## src/rtl/vram_arbiter.sv

```systemverilog
// Two-port VRAM arbiter: video fetch (A), CPU (B) and refresh share one memory controller.
// One command is in flight at a time; refresh credits accumulate and preempt when urgent.
module vram_arbiter #(
  parameter int REFRESH_PERIOD = 405,
  parameter int STARVE_LIMIT   = 4
) (
  input  logic        clk,
  input  logic        resetn,
  input  logic        a_req,
  input  logic [21:0] a_addr,
  output logic        a_ack,
  output logic [15:0] a_rdata,
  output logic        a_rvalid,
  input  logic        b_req,
  input  logic        b_we,
  input  logic [21:0] b_addr,
  input  logic [15:0] b_wdata,
  input  logic [1:0]  b_wdm,
  output logic        b_ack,
  output logic [15:0] b_rdata,
  output logic        b_rvalid,
  output logic        mc_read,
  output logic        mc_write,
  output logic        mc_refresh,
  output logic [21:0] mc_addr,
  output logic [15:0] mc_din,
  output logic [1:0]  mc_wdm,
  input  logic [15:0] mc_dout,
  input  logic        mc_busy,
  input  logic        mc_enabled,
  output logic        err
);
  localparam int RW = (REFRESH_PERIOD > 1) ? $clog2(REFRESH_PERIOD) : 1;
  localparam int SW = $clog2(STARVE_LIMIT + 1);

  typedef enum logic [1:0] {IDLE, ISSUE, WAIT_ACCEPT, WAIT_DONE} state_t;
  typedef enum logic [1:0] {G_NONE, G_A, G_B, G_REF} gnt_t;

  state_t          state, state_nx;
  gnt_t            gnt;
  logic            timeout;
  logic [2:0]      wcnt;
  logic [RW-1:0]   ref_cnt;
  logic            ref_wrap;
  logic [2:0]      pending;
  logic [SW-1:0]   a_cnt;
  logic            cur_rd, cur_a;
  logic            rd_pend, rd_a;
  logic [15:0]     rd_buf;
  logic            b_rd;

  assign ref_wrap = mc_enabled && (ref_cnt == RW'(REFRESH_PERIOD - 1));
  assign b_rd     = !b_we;

  always_ff @(posedge clk or negedge resetn)
    if (!resetn) state <= IDLE;
    else         state <= state_nx;

  always_comb begin
    state_nx = state;
    gnt      = G_NONE;
    timeout  = 1'b0;
    case (state)
      IDLE: begin
        if (!mc_busy && mc_enabled) begin
          if (pending >= 3'd4)                           gnt = G_REF;
          else if (b_req && a_cnt >= SW'(STARVE_LIMIT))  gnt = G_B;
          else if (a_req)                                gnt = G_A;
          else if (pending != 3'd0)                      gnt = G_REF;
          else if (b_req)                                gnt = G_B;
        end
        if (gnt != G_NONE) state_nx = ISSUE;
      end
      ISSUE: state_nx = WAIT_ACCEPT;
      WAIT_ACCEPT: begin
        if (mc_busy) state_nx = WAIT_DONE;
        else if (wcnt == 3'd7) begin
          state_nx = IDLE;
          timeout  = 1'b1;
        end
      end
      WAIT_DONE: if (!mc_busy) state_nx = IDLE;
      default: state_nx = IDLE;
    endcase
  end

  // Strobes and acks are only ever set from an IDLE grant, so they last exactly the ISSUE cycle.
  always_ff @(posedge clk or negedge resetn)
    if (!resetn) begin
      mc_read <= 1'b0; mc_write <= 1'b0; mc_refresh <= 1'b0;
      mc_addr <= '0;   mc_din <= '0;     mc_wdm <= '0;
      a_ack <= 1'b0;   b_ack <= 1'b0;
      cur_rd <= 1'b0;  cur_a <= 1'b0;
    end else begin
      mc_read    <= (gnt == G_A) || (gnt == G_B && b_rd);
      mc_write   <= (gnt == G_B) && b_we;
      mc_refresh <= (gnt == G_REF);
      a_ack      <= (gnt == G_A);
      b_ack      <= (gnt == G_B);
      if (gnt != G_NONE) begin
        mc_addr <= (gnt == G_A) ? a_addr : (gnt == G_B) ? b_addr : '0;
        mc_din  <= (gnt == G_B && b_we) ? b_wdata : '0;
        mc_wdm  <= (gnt == G_B && b_we) ? b_wdm : 2'b11;
        cur_rd  <= (gnt == G_A) || (gnt == G_B && b_rd);
        cur_a   <= (gnt == G_A);
      end
    end

  always_ff @(posedge clk or negedge resetn)
    if (!resetn) begin
      wcnt <= '0; err <= 1'b0;
    end else begin
      wcnt <= (state == WAIT_ACCEPT) ? wcnt + 3'd1 : 3'd0;
      if (timeout) err <= 1'b1;
    end

  // Read data is captured on busy release and presented with rvalid one cycle later.
  always_ff @(posedge clk or negedge resetn)
    if (!resetn) begin
      rd_pend <= 1'b0; rd_a <= 1'b0; rd_buf <= '0;
      a_rvalid <= 1'b0; b_rvalid <= 1'b0;
      a_rdata <= '0;    b_rdata <= '0;
    end else begin
      rd_pend <= (state == WAIT_DONE) && !mc_busy && cur_rd;
      if (state == WAIT_DONE && !mc_busy) begin
        rd_buf <= mc_dout;
        rd_a   <= cur_a;
      end
      a_rvalid <= rd_pend && rd_a;
      b_rvalid <= rd_pend && !rd_a;
      if (rd_pend && rd_a)  a_rdata <= rd_buf;
      if (rd_pend && !rd_a) b_rdata <= rd_buf;
    end

  always_ff @(posedge clk or negedge resetn)
    if (!resetn) begin
      ref_cnt <= '0; pending <= '0; a_cnt <= '0;
    end else begin
      if (!mc_enabled || ref_wrap) ref_cnt <= '0;
      else                         ref_cnt <= ref_cnt + 1'b1;
      if (!mc_enabled) pending <= '0;
      else if (ref_wrap && gnt != G_REF && pending != 3'd7) pending <= pending + 3'd1;
      else if (!ref_wrap && gnt == G_REF)                   pending <= pending - 3'd1;
      if (gnt == G_B || !b_req)                         a_cnt <= '0;
      else if (gnt == G_A && a_cnt < SW'(STARVE_LIMIT)) a_cnt <= a_cnt + 1'b1;
    end
endmodule

```

## config.mk

```make
export PLATFORM = sky130hd
export DESIGN_NAME = vram_arbiter
export DESIGN_NICKNAME = d
export VERILOG_FILES = /design/src/rtl/vram_arbiter.sv
export SDC_FILE = /design/constraint.sdc
export NUM_CORES = 1
export LEC_CHECK = 0
export BUFFER_PORTS_ARGS = -buffer_cell sky130_fd_sc_hd__buf_2
export CAP_MARGIN = 30
export CORE_ASPECT_RATIO = 0.75
export CORE_MARGIN = 3
export CORE_UTILIZATION = 54
export DETAILED_ROUTE_END_ITERATION = 7
export PLACE_DENSITY_LB_ADDON = 0.15
export SLEW_MARGIN = 20
export SYNTH_ARGS = -nofsm -noshare
export SYNTH_HDL_FRONTEND = slang
export SYNTH_SLANG_ARGS = --single-unit
```

## constraint.sdc

```tcl
create_clock -name clk -period 3.4 [get_ports clk]
set_input_delay 0.68 -clock clk [delete_from_list [all_inputs] [get_ports clk]]
set_output_delay 0.68 -clock clk [all_outputs]
set_load 0.02 [all_outputs]
```

-- After elaboration in Yosys (flattened, before gate mapping)
Cells that the tools add are included.
- register bits after elaboration: 120
- latch bits: 0
- bits in writable memories: 0
- bits in read-only memories: 0
- input bits: 85
- output and inout bits: 80
- logic and storage cells: 100
- memories: 0
- $add $sub $neg: 5
- multiply operators: 0
- divide/modulo/power cells: 0
- order comparisons: 3
- equality and inequality tests: 14
- shift-type cells: 0
- mux-type cells: 27
- bitwise operators: 0
- reductions and logical operators: 28
- operators by type and width (cell ; count):
    $mux 22 ; 2
    $mux 2 ; 13
    $mux 3 ; 6
    $mux 16 ; 1
    $logic_and 1x1->1 ; 13
    $add 3x1->3 const B ; 3
    $add 9x1->9 const B ; 1
    $eq 9x9->1 const B ; 1
    $mux 9 ; 1
    $eq 2x2->1 const B ; 4
    $pmux 2 s4 ; 1
    $ge 3x3->1 const B ; 2
    $logic_not 1->1 ; 6
    $ne 2x2->1 const B ; 3
    $ne 3x3->1 const B ; 2
    $reduce_bool 2->1 ; 3
    $eq 2x1->1 const B ; 2
    $eq 3x3->1 const B ; 1
    $logic_or 1x1->1 ; 3
    $lt 3x3->1 const B ; 1
    $mux 1 ; 3
    $ne 3x1->1 const B ; 1
    $reduce_and 3->1 ; 1
    $reduce_bool 3->1 ; 1
    2 further kinds ; 2

-- Depth between registers and ports, before layout
Gate-level depths: netlist of run 1.
- depth in word-level cells: 13
- depth in mapped cells: 9
- gate-level depth less buffers: 9

-- Worst setup path after synthesis of run 1
No wires, ideal clock.
- path type: input port to flip-flop
- start point: input port mc_enabled
- end point: register pending[2]
- library setup time: 0.136 ns
- arrival time: 2.398 ns
- required time: 3.264 ns
- setup slack: 0.866 ns
- stages: 8
- buffers on the path: 2
- cell sequence: buf_4 nor4b_2 buf_4 o211ai_2 and3_1 fa_1 a2111oi_0 o22ai_1
- longest elaborated chain between the ends: 9
- elaborated cells between the ends (all ways): 14
- those cells by class: eq/ne (3); mux (5); reduce/logical (6)
- RTL lines (element ; RTL line ; source):
    from (decl) ; 30 ; input logic mc_enabled,
    $logic_and 1x1->1 ; 65 ; if (!mc_busy && mc_enabled) begin
    $mux 2 ; 65 ;
    $mux 2 (2 in a row) ; 63 ; case (state)
    $ne 2x2->1 ; 142 ; else if (ref_wrap && gnt != G_REF && pending != 3'd7) pending <= pending + 3'd1;
    $logic_and 1x1->1 (2 in a row) ; 142 ;
    $mux 3 ; 142 ;
    $mux 3 ; 141 ; if (!mc_enabled) pending <= '0;
    to (signal assigned) ; 142 ;
    to (signal assigned) ; 143 ; else if (!ref_wrap && gnt == G_REF) pending <= pending - 3'd1;
    to (decl) ; 45 ; logic [2:0] pending;
Several ways; a longest one is shown, not always the timed one. The select of a mux whose other input is x is not followed.
A chain may end at the register's enable or synchronous reset.

-- Worst setup path in the final report of run 1
- start point: register state[1]
- end point: register pending[2]
- longest elaborated chain between the ends: 7
- elaborated cells between the ends (all ways): 10
- those cells by class: eq/ne (3); mux (3); reduce/logical (4)
- RTL lines (element ; RTL line ; source):
    from (decl) ; 39 ; state_t state, state_nx;
    from (signal assigned) ; 57 ; else state <= state_nx;
    $logic_not 2->1 (*) ; 63 ;
    $mux 2 (*) ; 63 ;
    $ne 2x2->1 ; 142 ;
    $logic_and 1x1->1 (2 in a row) ; 142 ;
    $mux 3 ; 142 ;
    $mux 3 ; 141 ;
Every way passes the cells marked *; elsewhere a longest branch is shown, timed or not.

==> results of run 1 <==
-- cells in the mapped netlist, types with 2 or more instances --
library cell / n
nand3_1: 5
nor2b_1: 4
a21o_1: 4
dfrtp_1: 120
a22o_1: 16
buf_4: 2
and2_1: 3
buf_2: 10
o21a_1: 2
o21ai_1: 22
mux2_2: 49
nand4_1: 2
and3_1: 5
nor2_1: 15
xor2_1: 7
a22oi_2: 20
a22oi_1: 2
a2111oi_0: 2
buf_6: 3
clkbuf_1: 4
nand2_1: 33
and4_1: 3
nor3_1: 2
ha_1: 5
mux2i_1: 4
a21oi_1: 4
xnor2_1: 2
inv_1: 15
-- path summary, 6_finish.rpt --
check / from / to / cells past startpoint
min in group clk: wcnt[0]$_DFF_PN0_ / wcnt[0]$_DFF_PN0_ / 1
worst min register to register: wcnt[0]$_DFF_PN0_ / wcnt[0]$_DFF_PN0_ / 1
worst max register to register: state[1]$_DFFE_PN0P_ / pending[2]$_DFFE_PN0P_ / 6
worst max-delay path: state[1]$_DFFE_PN0P_ / pending[2]$_DFFE_PN0P_ / 6
max in group asynchronous: resetn / pending[1]$_DFFE_PN0P_ / 2
worst min-delay path: resetn / a_rvalid$_DFF_PN0_ / 1
-- metrics by stage --
stage | hold WS [ns] | utilization [%] | worst slack, ns
3_5_place_dp | 0.430 | 67.9 | 0.677
3_3_place_gp | 0.423 | 67.9 | 0.751
5_1_grt | 0.286 | 74.9 | 0.781
4_1_cts | 0.254 | 74.9 | 1.07
6_report | 0.243 | 74.9 | 1.08
2_1_floorplan | 0.384 | - | 0.866
-- power groups by stage --
stage	Combinational, mW	Clock [mW]	Sequential (mW)
2_1_floorplan	0.603	0	2.69
3_3_place_gp	1.64	0	2.24
3_5_place_dp	1.69	0	2.27
4_1_cts	1.71	1.84	2.25
5_1_grt	1.81	1.92	2.32
6_report	1.68	1.82	2.25
-- per-layer routing --
metal | up-vias | track usage (%)
li1 | 1717 | -
met2 | 104 | 37.2
met5 | - | 0
met1 | 1803 | 30.3
met4 | 0 | 8.20
met3 | 9 | 6.09
-- flip-flops by register name, indices dropped and copies added (netlist names), 2 cells and up --
| signal | count |
|---|---|
| a_cnt | 3 |
| a_rdata | 16 |
| b_rdata | 16 |
| mc_addr | 22 |
| mc_din | 16 |
| mc_wdm | 2 |
| pending | 3 |
| rd_buf | 16 |
| ref_cnt | 9 |
| state | 2 |
| wcnt | 3 |
-- critical path: stages, from the launching register on --
cell       delay, ns
dfrtp_1         0.45
nor4b_2         0.35
o211ai_2        0.21
and3_1          0.22
fa_1            0.41
a2111oi_0       0.40
o22ai_1         0.15
-- cell families after synthesis --
group / count (synthesis) / synth area share, %
buffers and inverters: 35 / 3.76
XOR/XNOR: 9 / 1.56
flip-flops: 120 / 59.3
multiplexers: 53 / 11.7
AO/OA/AOI/OAI: 83 / 13.9
adder cells (fa/ha/maj): 6 / 1.63
AND/OR/NAND/NOR: 80 / 8.08
-- layout make-up --
| cell class | instances | area share, % |
|---|---|---|
| multi-input combinational | 231 | 28.4 |
| sequential | 120 | 45.7 |
| clock inverter | 14 | 2.61 |
| timing repair buffer | 170 | 13.4 |
| inverter | 15 | 0.856 |
| tap | 124 | 2.36 |
| clock buffer | 18 | 6.68 |
==> metrics.yaml, run 1 <==
status:
  status: "finished clean"
synthesis:
  syn_nets: 477
  synthFlopType: "dfrtp_1"
  yosys.area.top_type_share_pct: 59.3
  avgSynthCellArea_um2: 13.1
  synth-edff-count: 0
  ys.warnings.count: 0
  synth_area_leaders: "dfrtp_1 59%, mux2_2 11%, a22oi_2 4.9%, a22o_1 2.8%, nand2_1 2.4%"
  ys_seq_area_share_pct: 59.3
  synth_seq_cells: 120
  synth_cell_types: 49
  async_flop_share_pct: 100
  syn_inst: 386
  yosysTopAreaCell: "dfrtp_1"
  syn_area_um2: 5060
finish:
  nets: 646
  area_growth_pct: 29.9
  fill_cells: 621
  final_cells: 692
  layout_common_cells: "163 x buf_2, 120 x dfrtp_1, 49 x mux2_2"
  finish.instance_area_um2: 6570
  drive_gt1_share_pct: 49.1
  multi_input_area_um2: 1870
  antenna-diode-count: 0
  register_area_um2: 3000
  final_common_cell: "buf_2"
clock_network:
  cts_tree: "yes"
  cts_setup_buffers: 0
  cts-root-buf: "clkbuf_16"
  cts_resized: 0
  cts_num_sinks: 120
  worstSkewPairLatency_ns: 0.41
  cts_buffers: 17
  clockBufferDepth: 2
  cts.clk_slew.worst_paths_ns: 0.06
  cts_hold_buf: 0
  htree_levels: 4
setup_path:
  critPathRequiredTime_ns: 3.67
  r2r_setup_slack_ns: 1.08
  endpoint_kind: "flip-flop"
  worstPathArrival_ns: 2.60
  start_kind: "flip-flop"
  cp_max_fo: 7
  critical_path_class: "flip-flop to flip-flop"
drt:
  route.antenna.remaining_nets: 0
  dr.pass1.iters: 5
  wl_met1_um: 5180
  routed-wl-met2_um: 5720
  highest_layer: "met4"
  wl_um: 11600
  wl_met3_um: 596
  drt_iter0_drc: 205
  vias: 3633
  drt-vias-per-instance: 5.25
  post-route-drc-count: 0
  routedWlPerCell_um: 16.8
timing:
  slew_headroom_pct: 42.6
  setup_viol: 0
  grt_setup_unrepaired: "no"
  fin_setup_tns_ns: 0
  max_slew.worst_pin.slew_ns: 0.861
  min_period_ns: 2.32
  hold_viol: 0
  finalClockSkew_ns: 0.00749
  finalCritPeriodShare_pct: 68.4
  fmax_mhz: 430
  maxSlewViolCount: 0
power:
  seqPwrFrac_pct: 39.2
  pwr-share-clk_pct: 31.6
  p_comb_share_pct: 29.2
  swShare_pct: 33.4
  power.internal_mw: 3.82
  total_power_mw: 5.74
  power_switching_mw: 1.92
  leakagePower_nw: 3.37
  power_per_cell_area_nw_per_um2: 874
  irDropWorstVdd_uv: 590
global_route:
  grt_overflow_total: 0
  grt_max_degree: 81
  grt_use_total_pct: 23.0
  grt_pass1_vias: 3732
  antenna_found_initial: 0
  grt_pass1_wl_um: 19300
die:
  dieArea_um2: 10600
  num_rows: 29
  die_width_um: 118
  start_util_pct: 57.6
  die_h_um: 89.8
  ioPinCount: 165
  core_area_um2: 8780
placed_design:
  postPlaceCellArea_um2: 5960
  gp_congestion: 0.749
  placedCellCount: 660
  port-buffer-count: 164
  post-dp-hpwl_um: 8180
run:
  cap_violations: 0
worst_hold_path:
  hold_path_class: "input port to async pin"
(Power assumes the default switching activity.)
==> run 2, diff against run 1 <==
Settings changed: CORE_UTILIZATION 54 to 46.
Clock period 3.4 ns to 2.1 ns, I/O delays scaled along.
==> run 2 against run 1 <==
Compared with the run above:
- the flow now finishes with violations (negative hold slack)
- clock-buffer cell count rose by 2
- total power rose by 59%
- wire length fell by 1.3%
- clock power rose by 49%
- critical path depth rose by 1
- register-to-register slack got worse by 1.0 ns
- sequential share of layout area fell by 1.4 points
- worst hold slack got worse by 0.24 ns
- critical endpoint unchanged
- largest cell class unchanged
==> metrics.yaml, run 2 (synthesis results as in run 1) <==
die:
  core_area_um2: 10500  # +19%
  die_width_um: 127  # +7.9%
  num_rows: 32  # +10%
  start_util_pct: 48.2  # -9.4 points
  die_h_um: 96.8  # +7.8%
  dieArea_um2: 12300  # +16%
  ioPinCount: 165  # unchanged
drt:
  route.antenna.remaining_nets: 0  # unchanged
  drt-vias-per-instance: 5.10  # -2.8%
  wl_met3_um: 656  # +10%
  vias: 3663  # +0.83%
  post-route-drc-count: 0  # unchanged
  routedWlPerCell_um: 16.0  # -4.9%
  dr.pass1.iters: 4  # -1
  routed-wl-met2_um: 5580  # -2.5%
  drt_iter0_drc: 166  # -19%
  wl_um: 11500  # -1.3%
  highest_layer: "met4"
  wl_met1_um: 5080  # -1.9%
run:
  cap_violations: 0  # unchanged
global_route:
  antenna_found_initial: 0  # unchanged
  grt_pass1_wl_um: 19100  # -0.93%
  grt_pass1_vias: 3871  # +3.7%
  grt_overflow_total: 0  # unchanged
  grt_max_degree: 46  # -43%
  grt_use_total_pct: 19.2  # -3.7 points
timing:
  slew_headroom_pct: 63.6  # +21 points
  fmax_mhz: 485  # +13%
  max_slew.worst_pin.slew_ns: 0.546  # -0.315 ns
  timing.hold.ws_ns: -0.00219  # -0.245 ns
  maxSlewViolCount: 0  # unchanged
  setup_viol: 0  # unchanged
  finalCritPeriodShare_pct: 98.1  # +30 points
  fin_setup_tns_ns: 0  # unchanged
  min_period_ns: 2.06  # -0.264 ns
  hold_viol: 1  # +1
  finalClockSkew_ns: 0.00756  # +0.0000673 ns
setup_path:
  start_kind: "flip-flop"
  r2r_setup_slack_ns: 0.04  # -1.04 ns
  endpoint_kind: "flip-flop"
  worstPathArrival_ns: 2.38  # -0.22 ns
  critical_path_class: "flip-flop to flip-flop"
  cp_max_fo: 6  # -1
  critPathRequiredTime_ns: 2.42  # -1.25 ns
  ff2ff_path_depth: 7  # +1
  worstReg2RegStart: "state[0]$_DFFE_PN0P_"
  reg2reg_to: "pending[2]$_DFFE_PN0P_"
placed_design:
  post-dp-hpwl_um: 8150  # -0.41%
  placedCellCount: 684  # +3.6%
  port-buffer-count: 164  # unchanged
  postPlaceCellArea_um2: 6160  # +3.3%
  gp_congestion: 0.763  # +1.9%
finish:
  drive_gt1_share_pct: 51.4  # +2.3 points
  antenna-diode-count: 0  # unchanged
  layout_common_cells: "163 x buf_2, 119 x dfrtp_1, 49 x mux2_2"
  final_cells: 718  # +3.8%
  largest_reg_flops: 22  # unchanged
  fin_util_pct: 64.7  # -10 points
  regMostFlops: "mc_addr"
  finish.instance_area_um2: 6790  # +3.2%
  area_growth_pct: 34.1
  final_common_cell: "buf_2"
  nets: 661  # +2.3%
status:
  status: "finished, violations left"
  violations: "negative hold slack"
clock_network:
  cts_buffers: 17  # unchanged
  cts.clk_slew.worst_paths_ns: 0.05  # about the same
  worstSkewPairLatency_ns: 0.40  # about the same
  cts-root-buf: "clkbuf_16"
  htree_levels: 4  # unchanged
  cts_num_sinks: 120  # unchanged
  clockBufferDepth: 2  # unchanged
  cts_tree: "yes"
  cts_hold_buf: 0  # unchanged
worst_hold_path:
  hold_path_class: "input port to async pin"
power:
  irDropWorstVdd_uv: 566  # -4.0%
  power_per_cell_area_nw_per_um2: 1340  # +54%
  leakagePower_nw: 3.44  # +2.3%
run 2: changes by cell type in the layout (fill, tap and decap cells not counted), moves of 2 or more:
cell       previous run  this run
buf_4                 6        16
buf_12                1         6
bufinv_16             3         1
clkbuf_8              1         3
run 2: layout make-up:
type | instances | area [um2]
fillers | 827 | 3700
flip-flops and latches | 120 | 3000
multi-input cells | 231 | 1930
repair buffers | 185 | 1060
clock buffers | 20 | 467
well taps | 136 | 170
clock inverters | 11 | 98.8
inverters | 15 | 56.3
run 2: worst max-delay path by stage:
stage | cells past startpoint | slack [ns] | startpoint | to
after detailed placement | 7 | -0.04 | mc_busy | pending[2]$_DFFE_PN0P_
after global placement | 7 | 0.01 | mc_busy | pending[2]$_DFFE_PN0P_
after floorplan | 8 | 0.01 | mc_enabled | pending[2]$_DFFE_PN0P_
after global routing | 7 | -0.03 | state[0]$_DFFE_PN0P_ | pending[2]$_DFFE_PN0P_
final | 7 | 0.04 | state[0]$_DFFE_PN0P_ | pending[2]$_DFFE_PN0P_
after CTS | 8 | 0.03 | ref_cnt[1]$_DFF_PN0_ | pending[1]$_DFFE_PN0P_
run 2: critical path: stages (launching register included):
cell      delay [ns]
dfrtp_2         0.45
nor4b_4         0.39
o211ai_4        0.12
and3_4          0.17
fa_2            0.37
o21a_1          0.14
a21o_1          0.18
o22ai_1         0.16
run 2: report_power, final:
part	internal [mW]	total (mW)	switching, mW	leakage (nW)
Sequential	3.15	3.61	0.453	1.54
Combinational	1.19	2.79	1.60	1.63
Clock	1.71	2.72	1.01	0.274
run 2: routing by layer:
metal / vias to the layer above / global-route usage (%)
met1: 1798 / 25.8
met5: - / 0
met2: 105 / 30.1
li1: 1746 / -
met3: 14 / 4.58
met4: 0 / 8.08
run 2: through the flow:
step | power, mW | hold slack [ns] | setup slack, ns
final | 9.12 | -0.00219 | 0.0402
after global routing | 9.64 | 0.0335 | -0.0251
after CTS | 9.20 | 0.00683 | 0.0288
after detailed placement | 6.44 | 0.434 | -0.0372
after global placement | 6.34 | 0.426 | 0.0120
after floorplan | 5.34 | 0.124 | 0.00972
run 2: repair_timing:
action,CTS,global route
gates resized for setup,0,4
hold endpoints to repair,0,0
setup endpoints to repair,0,2
setup buffers,0,3
==> run 3, diff against run 2 <==
Settings changed: CORE_MARGIN 3 to 2.
==> run 3 against run 2 <==
Compared with the run above:
- the run now ends clean
- clock-buffer cell count up 1
- global-route usage down 0.28 points
- via count increased by 0.52%
- sequential power is essentially flat
- first-iteration DRC count rose by 16%
- cell area shrank 0.26%
- flip-flop and latch count did not move
- die area fell by 3.6%
- clock skew hardly changed
- non-clock buffer count is the same
- largest cell class unchanged
==> metrics.yaml, run 3 (synthesis results as in run 1) <==
global_route:
  grt_max_degree: 67  # +46%
  grt_overflow_total: 0  # unchanged
  grt_pass1_wl_um: 17700  # -7.5%
  grt_pass1_vias: 3471  # -10%
  grt_use_total_pct: 19.0  # -0.28 points
  antenna_found_initial: 0  # unchanged
finish:
  area_growth_pct: 33.7
  fill_cells: 900  # +8.8%
  multi_input_area_um2: 1910  # -1.5%
  drive_gt1_share_pct: 50.6  # -0.77 points
  antenna-diode-count: 0  # unchanged
  finish.instance_area_um2: 6770  # -0.26%
  largest_reg_flops: 22  # unchanged
  regMostFlops: "mc_addr"
  nets: 661  # unchanged
  layout_common_cells: "163 x buf_2, 120 x dfrtp_1, 49 x mux2_2"
  final_common_cell: "buf_2"
  register_area_um2: 3000  # about the same
status:
  status: "finished clean"
timing:
  max_slew.worst_pin.slew_ns: 0.403  # -0.143 ns
  maxSlewViolCount: 0  # unchanged
  min_period_ns: 2.01  # -0.0453 ns
  slew_headroom_pct: 72.4  # +8.8 points
  finalClockSkew_ns: 0.00754  # -0.0000145 ns
  hold_viol: 0  # -1
  finalCritPeriodShare_pct: 95.9  # -2.2 points
  setup_slack_ns: 0.0855  # +0.0453 ns
  fin_setup_tns_ns: 0  # unchanged
  grt_setup_unrepaired: "no"
  setup_viol: 0  # unchanged
  fmax_mhz: 496  # +2.2%
die:
  die_width_um: 125  # -1.6%
  die_h_um: 94.8  # -2.1%
  core_area_um2: 10800  # +3.1%
  start_util_pct: 46.8  # -1.5 points
  dieArea_um2: 11900  # -3.6%
  num_rows: 33  # +3.1%
  ioPinCount: 165  # unchanged
setup_path:
  critical_path_class: "flip-flop to flip-flop"
  critPathRequiredTime_ns: 2.38  # -0.04 ns
  worstPathArrival_ns: 2.29  # -0.09 ns
  cp_max_fo: 6  # unchanged
  endpoint_kind: "flip-flop"
  start_kind: "flip-flop"
power:
  irDropWorstVdd_uv: 850  # +50%
  power_per_cell_area_nw_per_um2: 1370  # +1.7%
  leakagePower_nw: 3.44  # about the same
clock_network:
  cts_setup_buffers: 0  # unchanged
  cts-root-buf: "clkbuf_16"
  cts_hold_buf: 0  # unchanged
  cts_buffers: 17  # unchanged
  worstSkewPairLatency_ns: 0.40  # about the same
  cts_tree: "yes"
  cts.clk_slew.worst_paths_ns: 0.05  # about the same
  htree_levels: 4  # unchanged
  clockBufferDepth: 2  # unchanged
  cts_num_sinks: 120  # unchanged
drt:
  vias: 3682  # +0.52%
  route.antenna.remaining_nets: 0  # unchanged
  drt_iter0_drc: 192  # +16%
  routedWlPerCell_um: 15.3  # -4.4%
  dr.pass1.iters: 4  # unchanged
  drt-vias-per-instance: 5.09  # -0.18%
  wl_um: 11000  # -3.7%
  post-route-drc-count: 0  # unchanged
placed_design:
  postPlaceCellArea_um2: 6160  # about the same
  post-dp-hpwl_um: 7640  # -6.2%
  port-buffer-count: 164  # unchanged
  gp_congestion: 0.798  # +4.7%
  dp_slack_ns: -0.0585  # -0.0214 ns
worst_hold_path:
  hold_path_class: "input port to async pin"
run:
  cap_violations: 0  # unchanged
==> run 3: cell types whose count changed in the layout (fill, tap and decap cells not counted), sizes merged <==
cell,before,now
clkbuf,20,21
bufinv,1,3
clkinv,6,3
clkinvlp,3,4
==> run 3: report_power, final <==
part           internal [mW]  switching [mW]
clock network           1.90            1.01
registers               3.15           0.444
logic                   1.18            1.58
==> run 3: worst paths after layout <==
check	startpoint	end	slack, ns	cells after the start
worst max-delay path	state[0]$_DFFE_PN0P_	pending[2]$_DFFE_PN0P_	0.09	6
worst min-delay path	resetn	a_rvalid$_DFF_PN0_	0.02	2
worst max register to register	state[0]$_DFFE_PN0P_	pending[2]$_DFFE_PN0P_	0.09	6
worst min register to register	wcnt[0]$_DFF_PN0_	wcnt[0]$_DFF_PN0_	0.44	1
max in group asynchronous	resetn	mc_addr[12]$_DFFE_PN0P_	1.76	2
min in group clk	b_wdata[1]	mc_din[1]$_DFFE_PN0P_	0.24	2
==> run 3: metal layers <==
| metal | track usage [%] | vias to the layer above | share of wire, % |
|---|---|---|---|
| met5 | 0 | - | 0 |
| met4 | 5.93 | 0 | 1.1 |
| met3 | 5.67 | 14 | 5.6 |
| met2 | 28.6 | 119 | 46 |
| met1 | 26.6 | 1809 | 47 |
| li1 | - | 1740 | - |
==> run 3: area by class of cell <==
cell class                      instances  area share [%]
Sequential cell                       120            44.4
Clock buffer                           21            6.65
Inverter                               15           0.832
Multi-Input combinational cell        231            28.2
Timing Repair Buffer                  185            15.2
Clock inverter                         11            2.18
Tap cell                              140            2.59
==> run 3: stage by stage <==
stage	std cells	util, %	hold slack (ns)	power (mW)
2_1_floorplan	386	-	0.124	5.34
3_3_place_gp	691	57.0	0.422	6.32
3_5_place_dp	691	57.0	0.434	6.42
4_1_cts	723	62.5	0.0233	9.37
5_1_grt	723	62.6	0.0408	9.76
6_report	723	62.6	0.0244	9.25
==> run 3: critical path, stage by stage, from the launching register on <==
cell and delay, ns:
dfrtp_1 0.45, nor4b_4 0.34, o211ai_4 0.11, and3_4 0.17, fa_2 0.36, a2111oi_2 0.35
o22ai_1 0.11
==> run 3: timing repair <==
item	CTS	global route
resized for setup	0	1
endpoints found under the setup margin	0	2
endpoints found under the hold margin	0	0
